[config.mk]
export PLATFORM = sky130hd
export DESIGN_NAME = alu_sequencer_flat
export DESIGN_NICKNAME = d
export VERILOG_FILES = /design/src/rtl/alu_sequencer_if.sv /design/src/rtl/alu_sequencer.sv /design/src/flat_wrapper.sv
export SDC_FILE = /design/constraint.sdc
export NUM_CORES = 1
export LEC_CHECK = 0
export ABC_AREA = 1
export ABC_CLOCK_PERIOD_IN_PS = 1400
export BUFFER_PORTS_ARGS = -buffer_cell sky130_fd_sc_hd__buf_2
export CORE_ASPECT_RATIO = 1.1
export CORE_MARGIN = 4
export CORE_UTILIZATION = 35
export DETAILED_ROUTE_END_ITERATION = 10
export PLACE_DENSITY_LB_ADDON = 0.15
export SYNTH_ARGS = -nofsm -noshare
export SYNTH_HDL_FRONTEND = slang
export SYNTH_SLANG_ARGS = --single-unit
[constraint.sdc]
create_clock -name clk -period 1.4 [get_ports clk]
set_input_delay 0 -clock clk [delete_from_list [all_inputs] [get_ports clk]]
set_output_delay 0 -clock clk [all_outputs]
set_load 0.05 [all_outputs]
[src/rtl/alu_sequencer_if.sv]
// Handshake and datapath-control bundle between an instruction source and alu_sequencer.
interface alu_sequencer_if;
  logic        run;
  logic [31:0] IR;
  logic [15:0] Rout;
  logic [15:0] Rin;
  logic        PCin;
  logic        IncPC;
  logic        MARin;
  logic        MDRin;
  logic        Read;
  logic        MDRout;
  logic        IRin;
  logic        Yin;
  logic        Zin;
  logic        Zlowout;
  logic        Zhighout;
  logic        HIin;
  logic        LOin;
  logic [12:0] alu_op;
  logic        busy;
  logic        done;
  logic        illegal;

  modport master (
    output run, IR,
    input  Rout, Rin, PCin, IncPC, MARin, MDRin, Read, MDRout, IRin, Yin, Zin,
    input  Zlowout, Zhighout, HIin, LOin, alu_op, busy, done, illegal
  );

  modport slave (
    input  run, IR,
    output Rout, Rin, PCin, IncPC, MARin, MDRin, Read, MDRout, IRin, Yin, Zin,
    output Zlowout, Zhighout, HIin, LOin, alu_op, busy, done, illegal
  );
endinterface

[src/rtl/alu_sequencer.sv]
// Fetch/execute control sequencer: walks T0..T5 for one instruction and emits datapath strobes.
// Outputs are decoded from the present state and IR only, so reset clears them immediately.
module alu_sequencer (
  input  logic            clk,
  input  logic            reset,
  alu_sequencer_if.slave  bus
);

  typedef enum logic [2:0] {StIdle, StT0, StT1, StT2, StT3, StT4, StT5} state_e;
  typedef enum logic [1:0] {ClsThree, ClsHl, ClsTwo, ClsIll} cls_e;

  state_e      state_q, state_d;
  cls_e        cls;
  logic [12:0] alu_sel;
  logic [4:0]  op;
  logic [3:0]  ra, rb, rc;
  logic        unused_ir;

  assign op        = bus.IR[31:27];
  assign ra        = bus.IR[26:23];
  assign rb        = bus.IR[22:19];
  assign rc        = bus.IR[18:15];
  assign unused_ir = ^bus.IR[14:0];

  logic [15:0] rout, rin;
  logic        pc_in, inc_pc, mar_in, mdr_in, read, mdr_out, ir_in, y_in, z_in;
  logic        zlow_out, zhigh_out, hi_in, lo_in, busy, done, illegal, last;
  logic [12:0] alu_op;

  // Opcode decode into instruction class and one-hot ALU select.
  always_comb begin
    cls     = ClsIll;
    alu_sel = '0;
    case (op)
      5'b00011: begin cls = ClsThree; alu_sel = 13'h0004; end // add
      5'b00100: begin cls = ClsThree; alu_sel = 13'h0008; end // sub
      5'b00101: begin cls = ClsThree; alu_sel = 13'h0001; end // and
      5'b00110: begin cls = ClsThree; alu_sel = 13'h0002; end // or
      5'b00111: begin cls = ClsThree; alu_sel = 13'h0200; end // ror
      5'b01000: begin cls = ClsThree; alu_sel = 13'h0400; end // rol
      5'b01001: begin cls = ClsThree; alu_sel = 13'h0040; end // shr
      5'b01010: begin cls = ClsThree; alu_sel = 13'h0080; end // shra
      5'b01011: begin cls = ClsThree; alu_sel = 13'h0100; end // shl
      5'b01111: begin cls = ClsHl;    alu_sel = 13'h0020; end // div
      5'b10000: begin cls = ClsHl;    alu_sel = 13'h0010; end // mul
      5'b10001: begin cls = ClsTwo;   alu_sel = 13'h0800; end // neg
      5'b10010: begin cls = ClsTwo;   alu_sel = 13'h1000; end // not
      default:  begin cls = ClsIll;   alu_sel = '0;       end
    endcase
  end

  // Per-state strobe decode and next-state selection.
  always_comb begin
    state_d   = state_q;
    rout      = '0;
    rin       = '0;
    pc_in     = 1'b0;
    inc_pc    = 1'b0;
    mar_in    = 1'b0;
    mdr_in    = 1'b0;
    read      = 1'b0;
    mdr_out   = 1'b0;
    ir_in     = 1'b0;
    y_in      = 1'b0;
    z_in      = 1'b0;
    zlow_out  = 1'b0;
    zhigh_out = 1'b0;
    hi_in     = 1'b0;
    lo_in     = 1'b0;
    alu_op    = '0;
    done      = 1'b0;
    illegal   = 1'b0;
    last      = 1'b0;
    busy      = (state_q != StIdle);
    unique case (state_q)
      StIdle: begin
        if (bus.run) state_d = StT0;
      end
      StT0: begin
        inc_pc  = 1'b1;
        pc_in   = 1'b1;
        mar_in  = 1'b1;
        mdr_in  = 1'b1;
        read    = 1'b1;
        state_d = StT1;
      end
      StT1: begin
        mdr_out = 1'b1;
        ir_in   = 1'b1;
        state_d = StT2;
      end
      StT2: begin
        state_d = StT3;
        case (cls)
          ClsThree: begin rout = 16'h0001 << rb; y_in = 1'b1; end
          ClsHl:    begin rout = 16'h0001 << ra; y_in = 1'b1; end
          ClsTwo:   begin rout = 16'h0001 << rb; alu_op = alu_sel; z_in = 1'b1; end
          default:  begin illegal = 1'b1; state_d = StIdle; end
        endcase
      end
      StT3: begin
        state_d = StT4;
        case (cls)
          ClsThree: begin rout = 16'h0001 << rc; alu_op = alu_sel; z_in = 1'b1; end
          ClsHl:    begin rout = 16'h0001 << rb; alu_op = alu_sel; z_in = 1'b1; end
          ClsTwo:   begin zlow_out = 1'b1; rin = 16'h0001 << ra; done = 1'b1; last = 1'b1; end
          default:  state_d = StIdle;
        endcase
      end
      StT4: begin
        case (cls)
          ClsThree: begin zlow_out = 1'b1; rin = 16'h0001 << ra; done = 1'b1; last = 1'b1; end
          ClsHl:    begin zlow_out = 1'b1; lo_in = 1'b1; state_d = StT5; end
          default:  state_d = StIdle;
        endcase
      end
      StT5: begin
        zhigh_out = 1'b1;
        hi_in     = 1'b1;
        done      = 1'b1;
        last      = 1'b1;
      end
      default: state_d = StIdle;
    endcase
    // Final T-state: chain straight into the next fetch when run is still requested.
    if (last) state_d = bus.run ? StT0 : StIdle;
  end

  // State register; asynchronous reset returns to IDLE, which zeroes every decoded output.
  always_ff @(posedge clk or posedge reset) begin
    if (reset) state_q <= StIdle;
    else       state_q <= state_d;
  end

  assign bus.Rout     = rout;
  assign bus.Rin      = rin;
  assign bus.PCin     = pc_in;
  assign bus.IncPC    = inc_pc;
  assign bus.MARin    = mar_in;
  assign bus.MDRin    = mdr_in;
  assign bus.Read     = read;
  assign bus.MDRout   = mdr_out;
  assign bus.IRin     = ir_in;
  assign bus.Yin      = y_in;
  assign bus.Zin      = z_in;
  assign bus.Zlowout  = zlow_out;
  assign bus.Zhighout = zhigh_out;
  assign bus.HIin     = hi_in;
  assign bus.LOin     = lo_in;
  assign bus.alu_op   = alu_op;
  assign bus.busy     = busy;
  assign bus.done     = done;
  assign bus.illegal  = illegal;

endmodule

[src/flat_wrapper.sv]
// flat-port wrapper written by rule: the top's interface ports become plain ports
module alu_sequencer_flat 
  (clk, reset, bus_run, bus_IR, bus_Rout, bus_Rin, bus_PCin, bus_IncPC, bus_MARin, bus_MDRin, bus_Read, bus_MDRout, bus_IRin, bus_Yin, bus_Zin, bus_Zlowout, bus_Zhighout, bus_HIin, bus_LOin, bus_alu_op, bus_busy, bus_done, bus_illegal);
  alu_sequencer_if bus_i ();
  input  logic clk;
  input  logic reset;
  input wire logic [$bits(bus_i.run)-1:0] bus_run;
  input wire logic [$bits(bus_i.IR)-1:0] bus_IR;
  output wire logic [$bits(bus_i.Rout)-1:0] bus_Rout;
  output wire logic [$bits(bus_i.Rin)-1:0] bus_Rin;
  output wire logic [$bits(bus_i.PCin)-1:0] bus_PCin;
  output wire logic [$bits(bus_i.IncPC)-1:0] bus_IncPC;
  output wire logic [$bits(bus_i.MARin)-1:0] bus_MARin;
  output wire logic [$bits(bus_i.MDRin)-1:0] bus_MDRin;
  output wire logic [$bits(bus_i.Read)-1:0] bus_Read;
  output wire logic [$bits(bus_i.MDRout)-1:0] bus_MDRout;
  output wire logic [$bits(bus_i.IRin)-1:0] bus_IRin;
  output wire logic [$bits(bus_i.Yin)-1:0] bus_Yin;
  output wire logic [$bits(bus_i.Zin)-1:0] bus_Zin;
  output wire logic [$bits(bus_i.Zlowout)-1:0] bus_Zlowout;
  output wire logic [$bits(bus_i.Zhighout)-1:0] bus_Zhighout;
  output wire logic [$bits(bus_i.HIin)-1:0] bus_HIin;
  output wire logic [$bits(bus_i.LOin)-1:0] bus_LOin;
  output wire logic [$bits(bus_i.alu_op)-1:0] bus_alu_op;
  output wire logic [$bits(bus_i.busy)-1:0] bus_busy;
  output wire logic [$bits(bus_i.done)-1:0] bus_done;
  output wire logic [$bits(bus_i.illegal)-1:0] bus_illegal;
  assign bus_i.run = bus_run;
  assign bus_i.IR = bus_IR;
  assign bus_Rout = bus_i.Rout;
  assign bus_Rin = bus_i.Rin;
  assign bus_PCin = bus_i.PCin;
  assign bus_IncPC = bus_i.IncPC;
  assign bus_MARin = bus_i.MARin;
  assign bus_MDRin = bus_i.MDRin;
  assign bus_Read = bus_i.Read;
  assign bus_MDRout = bus_i.MDRout;
  assign bus_IRin = bus_i.IRin;
  assign bus_Yin = bus_i.Yin;
  assign bus_Zin = bus_i.Zin;
  assign bus_Zlowout = bus_i.Zlowout;
  assign bus_Zhighout = bus_i.Zhighout;
  assign bus_HIin = bus_i.HIin;
  assign bus_LOin = bus_i.LOin;
  assign bus_alu_op = bus_i.alu_op;
  assign bus_busy = bus_i.busy;
  assign bus_done = bus_i.done;
  assign bus_illegal = bus_i.illegal;
  alu_sequencer u_core (.clk(clk), .reset(reset), .bus(bus_i));
endmodule
# Yosys cells after proc, flatten, opt, wreduce, memory -nomap -nowiden
# Memory sizes are Yosys's and may differ from the RTL's.
# Cells that the tools add are included.
# W data, S select, Z words.
# classes
n_reduce_logical	7
n_shift	3
eq_ne	11
n_mux	30
# ops
cell	n
$pmux W16 S2	4
$shl A1 B4 Y16 const A	3
$mux W16	2
$mux W13	2
$pmux W13 S2	1
$pmux W3 S7	1
$mux W1	12
$mux W3	4
$eq A3 B3 Y1 const B	3
$eq A3 B2 Y1 const B	2
$ne A3 B3 Y1 const B	2
$pmux W3 S2	1
$pmux W1 S2	2
$reduce_or A2 Y1	2
$eq A3 B1 Y1 const B	1
$logic_not A3 Y1	1
$pmux W1 S3	1
$reduce_and A3 Y1	1
$reduce_bool A3 Y1	1
$reduce_or A3 Y1	1
$eq A2 B1 Y1 const B	1
$eq A2 B2 Y1 const B	1
$logic_not A2 Y1	1
$ne A2 B2 Y1 const B	1
# totals
in_bits	35
ff_bits	3
romBits	480
memories	1
elab_cells	53
# memory_table
name	depth	word_bits	rd	rd_clocked_by_memory_dff	write_ports	line	text
(no name shown)	32	15	1	0	0	alu_sequencer.sv:34	case (op)

# Depth between registers and ports, before layout
# An unclocked memory read counts as a cell.
# logic_depth
ltp_word	6
ltp_mapped	12

# Least setup slack after synthesis
# OpenSTA, ideal clock, no wires.
# synth_timing
path_kind	register to register
start	register u_core.state_q[1]
end	register u_core.state_q[0]
arrival_time_ps	2399
stages_incl_launch_ff	7
setup_ps	78
required_time_ps	1322
path_slack_ps	-1077
path_cell_list	dfrtp_1 -> inv_2 -> nor3_1 -> inv_1 -> nand3_1 -> nor2_1 -> a21oi_1
# synth_via
elab_chain_len	4
elab_cells_between_ends	14
classes_between	eq/ne (9); mux (3); reduce/logical (2)
# synth_rtl
item	line	text
from (decl)	alu_sequencer.sv:12	state_e state_q, state_d;
from (signal assigned)	alu_sequencer.sv:131	if (reset) state_q <= StIdle;
from (signal assigned)	alu_sequencer.sv:132	else state_q <= state_d;
$eq A3 B3 Y1	-	
$pmux W1 S3 (*)	-	
via bus_done	flat_wrapper.sv:26	output wire logic [$bits(bus_i.done)-1:0] bus_done;
$ne A3 B3 Y1 (no source line) or $ne A2 B2 Y1 (tied branches)	-	
$reduce_and A3 Y1 (no source line)	-	
# Mark *: on every way through the listed nets, which the timed path passes. The rest lies on a longest branch.
# A chain may end at the register's enable or synchronous reset.

# Worst setup path after layout
# layout_timing
start	register u_core.state_q[0]
end	output bus_Rin[12]
# layout_via
elab_chain_len	2
elab_cells_between_ends	3
classes_between	eq/ne (2); mux (1)
# layout_rtl
item	line	text
$eq A3 B3 Y1	alu_sequencer.sv:75	unique case (state_q)
$pmux W16 S2 (*)	alu_sequencer.sv:75	
to (decl)	flat_wrapper.sv:10	output wire logic [$bits(bus_i.Rin)-1:0] bus_Rin;
# Every way passes the cells marked *; elsewhere a longest branch is shown, timed or not.

==> impl_results.md <==
- DP Wirelength: approximately 4600 um
- Clock Skews: 2.59 ps
- Remaining DRCs: 0
- Largest family of logic cells by synthesized area: simple AND/OR/NAND/NOR gates
- GRT met1 Usage: between 20% and 30%
- Worst-skew pair later-pin latency: ~220 ps
- Post-Route WL: around 6800 um
- Die Width: between 70 and 80 um
- DR iter-0 viols: between 100 and 150
- Post-synthesis compound-gate area fraction: a little under an eighth
- Pin count of the biggest net entering global routing: 18
- Grt ovf: 0
- Dpl ws: -266 ps
- Syn Area/Cell: slightly above 5 sq um
- DP Cell Count: around 500
- Most flop-heavy register: u_core.state_q
- Die extent in y: 80.5 um
- Vias in the first global route: around 2.4k
- CTS tree: built
- Setup violators final: 50
- Met2 usage: between 30% and 40%
- Synth Area in Simple Gates: 60.0%
- Maximum VDD drop: ~1000 uV
- Max-cap violation count: 0
- Mux cell area share after synthesis: 0%
- Area after DPL: between 2000 and 3000 sq um
- Number of cell rows: 26
- Worst EP required: 1400 ps
- Routing usage on met3: 1.75%
- Post-Synth Adder-Cell Area: under 10%
- Outcome: finished with violations
- # H-tree levels: 1
- Total power: between 3 and 4 mW
- # diodes: 0
- Largest registers: u_core.state_q (3)
- CP endpoint kind: primary output
- Fmax: ~590 MHz
- Initial core utilization: roughly 36%
- WL/cell: around 13 um
- Max Slew Vio Count: 0
- Setup CP Type: flip-flop to primary output
- # clock sinks: 3
- Syn nets: between 300 and 400
- Max reg flops: 3
- Failing checks: setup timing
- Finished Layout Cells: just over 500
- Clock-pin slew on the worst setup and hold paths: 30 ps
- # port buffers: 80
- Antenna violations before repair: 0
- Ys Warns: 0
- TritonCTS buffer count: 3
- Yosys cell types: 28
- Final GP Congestion: 0.896
- Slew HR: 60.3%
- Worst-margin pin slew: a little under 600 ps
- Final hold vios: 0
- Pwr Density: about 900 nW/um^2
- Post-detailed-route count of antenna-violating nets: 0
- Gr busiest metal: met2
- Seq/Total Area, Yosys: ~4.5%
- Synth Register Bits: 3
- Core ar.: ~4600 sq um
- CP Launch Type: flip-flop
- Mapped Area: roughly 1700 sq um
- Maximum clock insertion buffer count: 2
- RSZ-0062 raised after global routing: true
- Xor/xnor cell area share of the yosys netlist: 0%
- Num ports: 96
- Layout area overhead: 113%
- Total track usage: between 20% and 30%
- Layout Cell Area excl Fill: 3550 sq um
- Worst min path class: primary input to flip-flop
- First-pass GRT wire length: roughly 11000 um
- Final core occ: 76.9%
- Clock Tree Root: clkbuf_8
- Post-layout min period: approximately 1700 ps
- Static Leak: between 1.5 and 2 nW
- DIE AREA: between 5000 and 6000 sq um
- DR vias: ~2.5k
- Layout cells sized above 1: a little over half
- Via density: around 4.9
- Crit Path Max Fanout: 5
- Pre-Repair DR Iteration Count: 4
- CP Data Arrival Time: 1700 ps
- Setup ws final: -300 ps
- Post-Syn Instances: 326
- Layout Nets: between 500 and 600
- Final period utilization: 121%
-- layer usage --
layer / vias up / part of all wire (%)
li1: 1288 / -
met1: 1145 / 39
met2: 85 / 53
met3: 16 / 5.6
met4: 0 / 2.4
met5: - / 0
-- power breakdown --
group | internal [mW] | total [mW] | leakage [nW] | switching [mW]
Clock | 0.194 | 0.249 | 0.0228 | 0.0554
Sequential | 0.131 | 0.170 | 0.0374 | 0.0389
Combinational | 1.08 | 2.82 | 1.56 | 1.74
-- worst max-delay path, stage by stage, from the launching register on --
cell and delay (ps):
dfrtp_1 360, inv_2 70, nor3_2 180, buf_4 150
nand3_4 90, nand2_4 90, inv_6 50, buf_12 140
nor3_4 180, buf_6 180
-- cells in the mapped netlist --
| cell type | count | area (sq um) |
|---|---|---|
| nor2_2 | 4 | 25.0 |
| nand4_1 | 3 | 18.8 |
| a21oi_1 | 3 | 15.0 |
| clkbuf_1 | 4 | 15.0 |
| o21ai_0 | 8 | 40.0 |
| nand3_1 | 22 | 110 |
| inv_1 | 53 | 199 |
| nor2_1 | 47 | 176 |
| nand4_2 | 1 | 12.5 |
| nor2_4 | 10 | 113 |
| o22ai_1 | 12 | 75.1 |
| clkinv_1 | 1 | 3.75 |
| o21ai_4 | 1 | 16.3 |
| dfrtp_1 | 3 | 75.1 |
| buf_4 | 6 | 45.0 |
| nand3_2 | 3 | 30.0 |
| buf_8 | 2 | 30.0 |
| nor4_1 | 2 | 12.5 |
| or3_1 | 1 | 6.26 |
| nand2_1 | 88 | 330 |
| buf_2 | 4 | 20.0 |
| inv_2 | 7 | 26.3 |
| o21ai_1 | 9 | 45.0 |
| nor3b_1 | 2 | 15.0 |
| nand2_4 | 4 | 45.0 |
| nor3_1 | 18 | 90.1 |
| nand2_2 | 3 | 18.8 |
| ha_1 | 5 | 62.6 |
-- repair_timing --
| action | 4_1_cts | 5_1_grt |
|---|---|---|
| gates resized for setup | 147 | 43 |
| pin swaps | 16 | 9 |
| buffers inserted | 17 | 5 |
| cloned | 0 | 1 |
| hold buffers | 1 | 0 |
| hold endpoints to repair | 3 | 0 |
| setup endpoints to repair | 52 | 62 |
-- stage by stage --
| step | setup TNS [ps] | hold WS, ps |
|---|---|---|
| final | -8580 | 27.3 |
| after global routing | -11820 | 62.6 |
| after floorplan | -9800 | -246 |
| after detailed placement | -7980 | -136 |
| after CTS | -7140 | 14.7 |
| after global placement | -7150 | -136 |
-- final cells by class --
class,count,area [sq um]
fill,342,1070
multi-input combinational,246,1720
timing repair buffer,146,1400
clock buffer,4,45.0
sequential,3,75.1
inverter,61,243
tap,56,70.1
-- cell families (layout without fill, tap and decap cells) --
logic type | count (synthesis) | after routing
and+or+nand+nor | 208 | 208
AOI/OAI and AO/OA | 33 | 33
DFF | 3 | 3
adders and majority gates | 5 | 5
buffers and inverters | 77 | 211
-- final timing paths --
check                                                   start  depth (start not counted)                            end  slack, ps
worst max-delay path            u_core.state_q[0]$_DFFE_PP0P_                          9                    bus_Rin[12]       -300
worst min register to register  u_core.state_q[0]$_DFFE_PP0P_                          6  u_core.state_q[0]$_DFFE_PP0P_        870
max in group asynchronous                               reset                          3  u_core.state_q[2]$_DFFE_PP0P_       1080
worst min-delay path                                  bus_run                          3  u_core.state_q[0]$_DFFE_PP0P_         30
worst max register to register  u_core.state_q[1]$_DFFE_PP0P_                         10  u_core.state_q[2]$_DFFE_PP0P_        -80
min in group asynchronous                               reset                          3  u_core.state_q[0]$_DFFE_PP0P_        190
-- layout by cell type, fill, tap and decap left out, drive strengths merged --
cell and instances:
buf 140, nand2 95, nor2 61, inv 60
nand3 25, o21ai 18, nor3 18, o22ai 12
clkbuf 9, ha 5, nand4 4, dfrtp 3
a21oi 3, nor4 2, nor3b 2, or3 1
clkinv 1, dlygate4sd3 1
Note: power is estimated with default switching activity, not from simulation.
